## src/rtl/systolic_seq_if.sv

```systemverilog
// Host-side port bundle for systolic_seq: operand loads, job control and the
// result stream. The optional accum input exists only with SYSTOLIC_ACCUM_EN.
interface systolic_seq_if #(
    parameter int N  = 2,
    parameter int DW = 16,
    parameter int IW = $clog2(N*N)
);
    logic          ld_valid;
    logic          ld_sel;
    logic [IW-1:0] ld_idx;
    logic [DW-1:0] ld_data;
    logic          start;
`ifdef SYSTOLIC_ACCUM_EN
    logic          accum;
`endif
    logic          busy;
    logic          done;
    logic          res_valid;
    logic          res_ready;
    logic [IW-1:0] res_idx;
    logic [31:0]   res_data;

`ifdef SYSTOLIC_ACCUM_EN
    modport master (output ld_valid, ld_sel, ld_idx, ld_data, start, accum, res_ready,
                    input  busy, done, res_valid, res_idx, res_data);
    modport slave  (input  ld_valid, ld_sel, ld_idx, ld_data, start, accum, res_ready,
                    output busy, done, res_valid, res_idx, res_data);
`else
    modport master (output ld_valid, ld_sel, ld_idx, ld_data, start, res_ready,
                    input  busy, done, res_valid, res_idx, res_data);
    modport slave  (input  ld_valid, ld_sel, ld_idx, ld_data, start, res_ready,
                    output busy, done, res_valid, res_idx, res_data);
`endif
endinterface

```

## src/rtl/systolic_seq.sv

```systemverilog
// Sequencer for an N x N systolic MAC array: buffers A/B, clears the PEs,
// feeds skewed operands on the west/north edges, waits for the wavefront to
// drain, then streams the N*N accumulators out over valid/ready.
// Optional feature macro SYSTOLIC_ACCUM_EN: adds host.accum, which skips the
// clear so a job adds onto the previous accumulators.
module systolic_seq #(
    parameter int N  = 2,
    parameter int DW = 16,
    parameter int IW = $clog2(N*N)
) (
    input  logic              clk,
    input  logic              rst_n,
    systolic_seq_if.slave     host,
    output logic              arr_clr,
    output logic [N*DW-1:0]   west_bus,
    output logic [N*DW-1:0]   north_bus,
    input  logic [N*N*32-1:0] arr_out
);
    localparam int NN = N*N;
    localparam int TW = $clog2(3*N);

    typedef enum logic [2:0] {IDLE, CLEAR, FEED, DRAIN, OUT} state_t;

    state_t        state, state_n;
    logic [TW-1:0] t, t_n;
    logic [IW-1:0] r, r_n;
    logic [DW-1:0] a_mem [NN];
    logic [DW-1:0] b_mem [NN];

    logic            hs, last, idx_ok, accum_go;
    logic            clr_d, busy_d, done_d, valid_d;
    logic [IW-1:0]   idx_d;
    logic [31:0]     data_d;
    logic [N*DW-1:0] west_d, north_d;
    int              k;

    assign hs   = host.res_valid & host.res_ready;
    assign last = (r == IW'(NN-1));

`ifdef SYSTOLIC_ACCUM_EN
    assign accum_go = host.accum;
`else
    assign accum_go = 1'b0;
`endif

    // Out-of-range load indices only exist when N*N is not a power of two.
    generate
        if (NN == (1 << IW)) begin : g_idx_full
            assign idx_ok = 1'b1;
        end else begin : g_idx_chk
            assign idx_ok = (host.ld_idx < IW'(NN));
        end
    endgenerate

    // Operand buffers: writable only while idle so a running job sees stable data.
    always_ff @(posedge clk or negedge rst_n) begin
        if (!rst_n) begin
            for (int e = 0; e < NN; e++) begin
                a_mem[e] <= '0;
                b_mem[e] <= '0;
            end
        end else if (state == IDLE && host.ld_valid && idx_ok) begin
            if (host.ld_sel) b_mem[host.ld_idx] <= host.ld_data;
            else             a_mem[host.ld_idx] <= host.ld_data;
        end
    end

    // State and counter registers.
    always_ff @(posedge clk or negedge rst_n) begin
        if (!rst_n) begin
            state <= IDLE;
            t     <= '0;
            r     <= '0;
        end else begin
            state <= state_n;
            t     <= t_n;
            r     <= r_n;
        end
    end

    // Next state: t walks feed then drain, r walks the result index.
    always_comb begin
        state_n = state;
        t_n     = t;
        r_n     = r;
        case (state)
            IDLE: begin
                if (host.start) begin
                    t_n     = '0;
                    state_n = accum_go ? FEED : CLEAR;
                end
            end
            CLEAR: begin
                t_n     = '0;
                state_n = FEED;
            end
            FEED: begin
                t_n = t + 1'b1;
                if (t == TW'(2*N-2)) state_n = DRAIN;
            end
            DRAIN: begin
                if (t == TW'(3*N-2)) begin
                    t_n     = '0;
                    r_n     = '0;
                    state_n = OUT;
                end else begin
                    t_n = t + 1'b1;
                end
            end
            OUT: begin
                if (hs) begin
                    if (last) begin
                        r_n     = '0;
                        state_n = IDLE;
                    end else begin
                        r_n = r + 1'b1;
                    end
                end
            end
            default: state_n = IDLE;
        endcase
    end

    // Output values for the coming cycle, derived from the next state so every
    // output can be a plain register.
    always_comb begin
        clr_d   = (state_n == CLEAR);
        busy_d  = (state_n != IDLE);
        done_d  = (state == OUT) && hs && last;
        valid_d = (state_n == OUT);
        idx_d   = '0;
        data_d  = '0;
        west_d  = '0;
        north_d = '0;
        k       = 0;
        if (state_n == FEED) begin
            // Row i / column j lag by i / j cycles to form the diagonal wavefront.
            for (int i = 0; i < N; i++) begin
                k = int'(t_n) - i;
                if (k >= 0 && k < N) begin
                    west_d[i*DW +: DW]  = a_mem[IW'(i*N + k)];
                    north_d[i*DW +: DW] = b_mem[IW'(k*N + i)];
                end
            end
        end
        if (state_n == OUT) begin
            idx_d = r_n;
            // Hold the presented word under backpressure.
            data_d = (state == OUT && !hs) ? host.res_data : arr_out[int'(r_n)*32 +: 32];
        end
    end

    // Output registers; the array is held in clear while reset is asserted.
    always_ff @(posedge clk or negedge rst_n) begin
        if (!rst_n) begin
            arr_clr        <= 1'b1;
            host.busy      <= 1'b0;
            host.done      <= 1'b0;
            host.res_valid <= 1'b0;
            host.res_idx   <= '0;
            host.res_data  <= '0;
            west_bus       <= '0;
            north_bus      <= '0;
        end else begin
            arr_clr        <= clr_d;
            host.busy      <= busy_d;
            host.done      <= done_d;
            host.res_valid <= valid_d;
            host.res_idx   <= idx_d;
            host.res_data  <= data_d;
            west_bus       <= west_d;
            north_bus      <= north_d;
        end
    end
endmodule

```

## src/flat_wrapper.sv

```systemverilog
// flat-port wrapper written by rule: the top's interface ports become plain ports
module systolic_seq_flat 
#(
    parameter int N  = 2,
    parameter int DW = 16,
    parameter int IW = $clog2(N*N)
)
  (clk, rst_n, arr_clr, west_bus, north_bus, arr_out, host_ld_valid, host_ld_sel, host_ld_idx, host_ld_data, host_start, host_res_ready, host_busy, host_done, host_res_valid, host_res_idx, host_res_data);
  systolic_seq_if #(.N(N), .DW(DW), .IW(IW)) host_i ();
  input  logic clk;
  input  logic rst_n;
  output logic arr_clr;
  output logic [N*DW-1:0] west_bus;
  output logic [N*DW-1:0] north_bus;
  input  logic [N*N*32-1:0] arr_out;
  input wire logic [$bits(host_i.ld_valid)-1:0] host_ld_valid;
  input wire logic [$bits(host_i.ld_sel)-1:0] host_ld_sel;
  input wire logic [$bits(host_i.ld_idx)-1:0] host_ld_idx;
  input wire logic [$bits(host_i.ld_data)-1:0] host_ld_data;
  input wire logic [$bits(host_i.start)-1:0] host_start;
  input wire logic [$bits(host_i.res_ready)-1:0] host_res_ready;
  output wire logic [$bits(host_i.busy)-1:0] host_busy;
  output wire logic [$bits(host_i.done)-1:0] host_done;
  output wire logic [$bits(host_i.res_valid)-1:0] host_res_valid;
  output wire logic [$bits(host_i.res_idx)-1:0] host_res_idx;
  output wire logic [$bits(host_i.res_data)-1:0] host_res_data;
  assign host_i.ld_valid = host_ld_valid;
  assign host_i.ld_sel = host_ld_sel;
  assign host_i.ld_idx = host_ld_idx;
  assign host_i.ld_data = host_ld_data;
  assign host_i.start = host_start;
  assign host_i.res_ready = host_res_ready;
  assign host_busy = host_i.busy;
  assign host_done = host_i.done;
  assign host_res_valid = host_i.res_valid;
  assign host_res_idx = host_i.res_idx;
  assign host_res_data = host_i.res_data;
  systolic_seq #(.N(N), .DW(DW), .IW(IW)) u_core (.clk(clk), .rst_n(rst_n), .host(host_i), .arr_clr(arr_clr), .west_bus(west_bus), .north_bus(north_bus), .arr_out(arr_out));
endmodule
```

## config.mk

```make
export PLATFORM = sky130hd
export DESIGN_NAME = systolic_seq_flat
export DESIGN_NICKNAME = d
export VERILOG_FILES = /design/src/rtl/systolic_seq_if.sv /design/src/rtl/systolic_seq.sv /design/src/flat_wrapper.sv
export SDC_FILE = /design/constraint.sdc
export NUM_CORES = 1
export LEC_CHECK = 0
export CORE_MARGIN = 3
export CORE_UTILIZATION = 30
export CTS_CLUSTER_DIAMETER = 30
export DETAILED_ROUTE_END_ITERATION = 8
export GPL_ROUTABILITY_DRIVEN = 1
export PLACE_DENSITY = 0.57
export SYNTH_ARGS = -nofsm -noshare
export SYNTH_HDL_FRONTEND = slang
export SYNTH_SLANG_ARGS = --single-unit
```

## constraint.sdc

```tcl
create_clock -name clk -period 3.16 [get_ports clk]
set_clock_uncertainty 0.05 [all_clocks]
set_input_delay 0.948 -clock clk [delete_from_list [all_inputs] [get_ports clk]]
set_output_delay 0.948 -clock clk [all_outputs]
set_load 0.05 [all_outputs]
```

==> run_results.csv, run 1 <==
group,metric,value,unit
worst_setup_path,timing.critical_path.buf_inv,1,
worst_setup_path,critPathArrivalTime,1.85,ns
timing,period_share,0.9018,
clock_network,clkSinkCount,238,
placement,dpl.hpwl,20400,um
worst_setup_path,r2r_slack,0.43,ns
timing,worst_case_headroom_to_the_max_slew_limit,0.6095,
placement,portBuffers,253,
finish,num-nets-final,1264,
yosys,ys_warn_count,0,
die,die-area,36460,sq um
die,core,33620,sq um
clock_network,max-clock-path-buffers,3,
worst_setup_path,slowest_delay,0.79,ns
worst_setup_path,critical-path-top-delay-family,"buffers and inverters",
placement,detailedPlace.worstSlack,-0.1304,ns
worst_setup_path,rr_startpoint,"u_core.t[0]",
placement,globalplace.congestion,0.8210,
clock_network,post_cts_setup_buffers,0,
route,postRouteAntennaNets,0,
yosys,post_synth_inst_count,810,
worst_setup_path,worst_setup_path_endpoint,"arr_clr",
route,drc_violation_count_after_routing,0,
finish,post-route-util,0.4656,
worst_setup_path,timing.critical_path.cells,"clkdlybuf4s50_1",
clock_network,maximum_level_of_the_cts_h_tree,2,
yosys,asyncSetResetFlopFracSynth,1.000,
global_routing,groute.layer.met3.usage,0.05190,
clock_network,root_buffer,"sky130_fd_sc_hd__clkbuf_16",
pwr,power_dissipated_by_switching_net_loads,4.954,mW
timing,tightestPinTransition,0.5857,ns
worst_setup_path,path_depth,1,
pwr,powerDensity,973.7,nW/um^2
global_routing,track_usage,0.1626,
yosys,synth_seq_area_share,0.5805,
global_routing,grt.busiest_layer,"met2",
pwr,sw_frac_of_total,0.3251,
die,die_y,191.0,um
yosys,total_standard_cell_area_after_synthesis,10260,sq um
route,first_iter_violations,305,
route,overall_via_count_from_detail_route,7625,
die,placement_rows,67,
worst_setup_path,worst_path_max_delay_cell,"sky130_fd_sc_hd__clkdlybuf4s50_1",
clock_network,tritoncts,"built",
timing,minimum_setup_slack_in_the_final_design,0.3103,ns
hold_path,hold_path_class,"in -> async",
timing,grt_setup_unrepaired,"false",
pwr,power_frac_clock,0.397,
yosys,postSynthRegisterBits,238,
die,ioPinCount,254,
yosys,synth-edff-count,0,
route,routedWlPerCell,18.82,um
finish,layout_cell_share_with_drive_strength_beyond_1,0.2426,
worst_setup_path,crit-reg2reg-capture,"u_core.north_bus[27]",
worst_setup_path,worstRegToRegCells,13,
route,viasPerCell,4.757,
worst_setup_path,timing.critical_path.fanout_max,1,
clock_network,source_to_sink_clock_delay_at_the_later_pin_of_the_worst_skew_pair,0.57,ns
global_routing,antenna_found_initial,2,
timing,fmaxAchievable,350.9,MHz
clock_network,cts_repair_resizes,0,
clock_network,ctsHoldBuffers,0,
timing,min_period,2.850,ns
worst_setup_path,worst_setup_ep_type,"output pin",
pwr,intPower,10.29,mW
finish,layout.cells.most_common_list,"sky130_fd_sc_hd__clkdlybuf4s50_1, sky130_fd_sc_hd__dfrtp_1, sky130_fd_sc_hd__mux2_2",
die,initial_core_util,0.3053,
pwr,irDropWorstVdd,0.0007319,V
yosys,most_used_flip_flop_cell_after_synthesis,"sky130_fd_sc_hd__dfrtp_1",
global_routing,maximum_number_of_pins_on_one_net_before_global_route_repair,74,
pwr,power_leakage,7.174,nW
global_routing,met2_routing_resource_usage_after_global_routing,0.2705,
global_routing,globalRouteOverflowTotal,0,
finish,syn_to_final_growth,52.51,%
timing,final_max_slew_viol_count,0,
global_routing,vias_in_the_first_global_route,8255,
die,die_x,191.0,um
pwr,share_seq_of_total_power,0.289,
worst_setup_path,critPathLaunch,"u_core.arr_clr",
clock_network,number_of_cts_inserted_buffers,56,
route,drt_pass_1_iters,5,
pwr,p_comb_frac,0.314,
worst_setup_path,critPathKind,"reg -> out",
status,status,"finished, final reports clean",
worst_setup_path,cp-start-kind,"flop",
route,wirelength,30170,um
global_routing,grt_first_pass_wirelength,46670,um
run,maximum_capacitance_violations,0,
yosys,postSynthNetCount,967,
worst_setup_path,worst-endpoint-required,2.16,ns
global_routing,gr-usage-met1,0.2013,
clock_network,cts.reportedPaths.clkPinSlew,0.05,ns
timing,count_of_endpoints_failing_setup_in_the_final_report,0,
timing,final-hold-violation-count,0,
yosys,yosys.cell_types.count,50,
finish,final_common_cell,"sky130_fd_sc_hd__clkdlybuf4s50_1",
yosys,avgSynthCellArea,12.67,sq um
-- worst register-to-register path: stages (launching register included) --
cell                      delay, ns
sky130_fd_sc_hd__dfrtp_1       0.46
sky130_fd_sc_hd__inv_1         0.11
sky130_fd_sc_hd__ha_1          0.28
sky130_fd_sc_hd__nand3_1       0.16
sky130_fd_sc_hd__nand2_1       0.13
sky130_fd_sc_hd__o21ai_4       0.15
sky130_fd_sc_hd__inv_1         0.06
sky130_fd_sc_hd__ha_1          0.19
sky130_fd_sc_hd__inv_1         0.06
sky130_fd_sc_hd__o41ai_1       0.06
sky130_fd_sc_hd__nor4b_1       0.37
sky130_fd_sc_hd__a22oi_2       0.17
sky130_fd_sc_hd__buf_12        0.20
sky130_fd_sc_hd__nor2_1        0.20
-- cell usage after synthesis (2+ instances only) --
cell / count / share of area
sky130_fd_sc_hd__nand3_1: 9 / 0.0044
sky130_fd_sc_hd__and2_1: 3 / 0.0018
sky130_fd_sc_hd__inv_1: 8 / 0.0029
sky130_fd_sc_hd__mux2i_1: 96 / 0.094
sky130_fd_sc_hd__o221ai_1: 17 / 0.015
sky130_fd_sc_hd__nand2b_1: 4 / 0.0024
sky130_fd_sc_hd__buf_2: 17 / 0.0083
sky130_fd_sc_hd__nor3_2: 2 / 0.0020
sky130_fd_sc_hd__ha_1: 5 / 0.0061
sky130_fd_sc_hd__nor4_1: 13 / 0.0079
sky130_fd_sc_hd__nor2b_1: 2 / 0.0012
sky130_fd_sc_hd__mux2_2: 126 / 0.14
sky130_fd_sc_hd__a31oi_1: 13 / 0.0079
sky130_fd_sc_hd__buf_4: 11 / 0.0080
sky130_fd_sc_hd__a21oi_1: 38 / 0.019
sky130_fd_sc_hd__o2111ai_1: 2 / 0.0017
sky130_fd_sc_hd__nor3_1: 3 / 0.0015
sky130_fd_sc_hd__nor2_1: 72 / 0.026
sky130_fd_sc_hd__buf_1: 6 / 0.0022
sky130_fd_sc_hd__nand2_1: 57 / 0.021
sky130_fd_sc_hd__nor3b_4: 2 / 0.0037
sky130_fd_sc_hd__dfrtp_1: 237 / 0.58
sky130_fd_sc_hd__nor4b_1: 4 / 0.0034
sky130_fd_sc_hd__o21ai_0: 6 / 0.0029
sky130_fd_sc_hd__nand3b_2: 2 / 0.0022
sky130_fd_sc_hd__clkbuf_1: 18 / 0.0066
sky130_fd_sc_hd__mux2_1: 2 / 0.0022
sky130_fd_sc_hd__o211ai_1: 13 / 0.0095
-- layer usage --
metal / share of wire / vias up
met4: 0.024 / 2
met3: 0.092 / 49
met5: 0.00040 / -
li1: - / 3516
met1: 0.41 / 3769
met2: 0.47 / 289
-- kinds of logic after synthesis --
logic type,Yosys count,share of synthesized area
AOI/OAI and AO/OA,101,0.06669
adders and majority gates,5,0.006096
buffers and inverters,61,0.02841
DFF,238,0.5805
muxes,224,0.2341
and+or+nand+nor,181,0.08425
-- area by class of cell --
| cell class | count | area, sq um |
|---|---|---|
| fillers | 3059 | 17960 |
| flip-flops and latches | 238 | 5957 |
| multi-input cells | 511 | 4035 |
| repair buffers | 291 | 3023 |
| clock buffers | 68 | 1508 |
| well taps | 448 | 560.5 |
| clock inverters | 37 | 531.8 |
| inverters | 9 | 33.78 |
| diodes | 1 | 2.502 |
-- worst min path at each step --
stage,endpoint,slack (ns),cells past startpoint
6_report,u_core.west_bus[9],0.31,1
5_1_grt,u_core.a_mem[57],0.32,1
4_1_cts,u_core.west_bus[9],0.30,1
3_5_place_dp,u_core.a_mem[46],0.43,1
3_3_place_gp,u_core.host.res_data[20],0.42,2
2_1_floorplan,u_core.a_mem[21],0.41,1
-- registers in the layout, indices dropped and copies added (netlist names) --
| register | count |
|---|---|
| u_core.a_mem | 64 |
| u_core.b_mem | 64 |
| u_core.host.res_data | 32 |
| u_core.north_bus | 32 |
| u_core.west_bus | 32 |
| u_core.state | 3 |
| u_core.t | 3 |
| u_core.host.res_idx | 2 |
| u_core.r | 2 |
| u_core.arr_clr | 1 |
| u_core.host.busy | 1 |
| u_core.host.done | 1 |
| u_core.host.res_valid | 1 |
-- power by group through the flow --
stage	combinational, mW	sequential [mW]	clock, mW
2_1_floorplan	2.79	4.88	0
3_3_place_gp	4.80	4.42	0
3_5_place_dp	4.85	4.44	0
4_1_cts	4.88	4.41	6.19
5_1_grt	5.19	4.52	6.37
6_report	4.79	4.40	6.05
-- per-stage QoR --
stage               TNS [ns]  hold slack, ns  area (sq um)  std cells  power, mW
floorplan                  0          0.4079         10260        810      7.661
global placement     -0.8870          0.4181         13610       1497      9.218
detailed placement    -3.081          0.4263         13610       1497      9.292
CTS                        0          0.3042         15650       1602      15.48
global route               0          0.3193         15650       1603      16.08
finish                     0          0.3052         15650       1603      15.24
Power figures use the tool's default switching activity.
==> run 2, diff against run 1 <==
CTS_CLUSTER_SIZE = 16   (was not set)
==> run 2 against run 1 <==
Against the previous run:
- design area fell by 0.20%
- combinational power hardly changed
- worst setup slack improved by 0.0036 ns
- clock power down 1%
- die area did not move
- first-iteration DRC count down 9.5%
- count of clock-buffer cells in the layout did not move
- sequential power about the same
==> run_results.csv, run 2 (same netlist as run 1, synthesis figures left out) <==
group,metric,value,unit
status,status,"finished, final reports clean",
finish,final_common_cell,"sky130_fd_sc_hd__clkdlybuf4s50_1",
placement,placed_cells_incl_taps,1497,
worst_setup_path,cp-start-kind,"flop",
clock_network,number_of_cts_inserted_buffers,56,
global_routing,antenna_found_initial,2,
route,overall_via_count_from_detail_route,7639,
clock_network,ctsHoldBuffers,0,
pwr,power_leakage,7.158,nW
pwr,powerDensity,969.9,nW/um^2
timing,minimum_setup_slack_in_the_final_design,0.3139,ns
timing,count_of_endpoints_failing_setup_in_the_final_report,0,
finish,final.fill_count,3068,
global_routing,maximum_number_of_pins_on_one_net_before_global_route_repair,74,
clock_network,post_cts_setup_buffers,0,
placement,detailedPlace.worstSlack,-0.1304,ns
finish,syn_to_final_growth,52.21,%
global_routing,grt_first_pass_wirelength,46660,um
finish,instances_no_fill,1603,
pwr,power_dissipated_by_switching_net_loads,4.962,mW
clock_network,source_to_sink_clock_delay_at_the_later_pin_of_the_worst_skew_pair,0.57,ns
timing,grt_setup_unrepaired,"false",
route,drt_pass_1_iters,4,
run,maximum_capacitance_violations,0,
pwr,power_frac_clock,0.393,
pwr,irDropWorstVdd,0.0006095,V
finish,post-route-util,0.4647,
worst_setup_path,timing.critical_path.buf_inv,1,
worst_setup_path,worst_path_max_delay_cell,"sky130_fd_sc_hd__clkdlybuf4s50_1",
pwr,intPower,10.19,mW
finish,multiInputGateArea,4035,sq um
die,ioPinCount,254,
finish,num-nets-final,1264,
finish,sequential_cell_area,5957,sq um
worst_setup_path,critical-path-top-delay-family,"buffers and inverters",
timing,final-hold-violation-count,0,
placement,dpl.hpwl,20400,um
timing,min_period,2.846,ns
worst_setup_path,r2r_slack,0.47,ns
die,die_y,191.0,um
worst_setup_path,timing.critical_path.fanout_max,1,
route,routedWlPerCell,18.85,um
route,drc_violation_count_after_routing,0,
route,viasPerCell,4.765,
global_routing,track_usage,0.1618,
clock_network,cts_repair_resizes,0,
pwr,p_comb_frac,0.316,
route,postRouteAntennaNets,0,
pwr,sw_frac_of_total,0.3276,
global_routing,globalRouteOverflowTotal,0,
timing,fmaxAchievable,351.4,MHz
clock_network,clkSinkCount,238,
route,first_iter_violations,276,
die,die_x,191.0,um
global_routing,vias_in_the_first_global_route,8268,
die,die-area,36460,sq um
worst_setup_path,worst-endpoint-required,2.16,ns
route,wirelength,30220,um
worst_setup_path,critPathArrivalTime,1.85,ns
timing,worst_case_headroom_to_the_max_slew_limit,0.6028,
clock_network,tritoncts,"built",
placement,globalplace.congestion,0.8210,
finish,layout.cells.most_common_list,"sky130_fd_sc_hd__clkdlybuf4s50_1, sky130_fd_sc_hd__dfrtp_1, sky130_fd_sc_hd__mux2_2",
die,core,33620,sq um
die,initial_core_util,0.3053,
pwr,share_seq_of_total_power,0.291,
pwr,p_total,15.15,mW
worst_setup_path,slowest_delay,0.79,ns
worst_setup_path,worst_setup_ep_type,"output pin",
clock_network,cts.reportedPaths.clkPinSlew,0.05,ns
clock_network,max-clock-path-buffers,3,
clock_network,root_buffer,"sky130_fd_sc_hd__clkbuf_16",
timing,final_max_slew_viol_count,0,
placement,portBuffers,253,
timing,period_share,0.9007,
worst_setup_path,timing.critical_path.cells,"clkdlybuf4s50_1",
hold_path,hold_path_class,"in -> async",
clock_network,maximum_level_of_the_cts_h_tree,2,
die,placement_rows,67,
finish,layout_cell_share_with_drive_strength_beyond_1,0.2418,
timing,tightestPinTransition,0.5957,ns
worst_setup_path,critPathKind,"reg -> out",
finish,top_regs,"u_core.a_mem (64), u_core.b_mem (64)",
-- run 2: area by class of cell --
cell class | instances | share of cell area
flip-flops and latches | 238 | 0.3814
multi-input cells | 511 | 0.2583
repair buffers | 291 | 0.1935
clock buffers | 68 | 0.09588
well taps | 448 | 0.03589
clock inverters | 37 | 0.03268
inverters | 9 | 0.002163
diodes | 1 | 0.0001602
-- run 2: worst paths after layout --
| kind | to | startpoint | cells past startpoint |
|---|---|---|---|
| worst max-delay path | arr_clr | u_core.arr_clr | 1 |
| worst min-delay path | u_core.west_bus[9] | rst_n | 1 |
| worst max register to register | u_core.west_bus[27] | u_core.t[0] | 13 |
| worst min register to register | u_core.host.res_data[17] | u_core.host.res_data[17] | 2 |
| max in group asynchronous | u_core.arr_clr | rst_n | 2 |
| min in group clk | u_core.host.res_data[17] | u_core.host.res_data[17] | 2 |
-- run 2: per-stage QoR --
stage          area [sq um]  hold WS (ns)  setup TNS, ns
3_5_place_dp          13610        0.4263         -3.081
4_1_cts               15620        0.3122              0
2_1_floorplan         10260        0.4079              0
5_1_grt               15620        0.3340              0
6_report              15620        0.3080              0
3_3_place_gp          13610        0.4181        -0.8870
-- run 2: power groups by stage --
| stage | Sequential, mW | Clock (mW) | Combinational [mW] |
|---|---|---|---|
| finish | 4.40 | 5.96 | 4.78 |
| global route | 4.52 | 6.27 | 5.18 |
| CTS | 4.41 | 6.10 | 4.88 |
| detailed placement | 4.44 | 0 | 4.85 |
| global placement | 4.42 | 0 | 4.80 |
| floorplan | 4.88 | 0 | 2.79 |
-- run 2: layer usage --
layer	vias up	wire length, um	track usage
met5	-	12	0
met1	3768	12460	0.2020
met3	61	2676	0.04695
li1	3521	-	-
met2	287	14190	0.2682
met4	2	879	0.05730
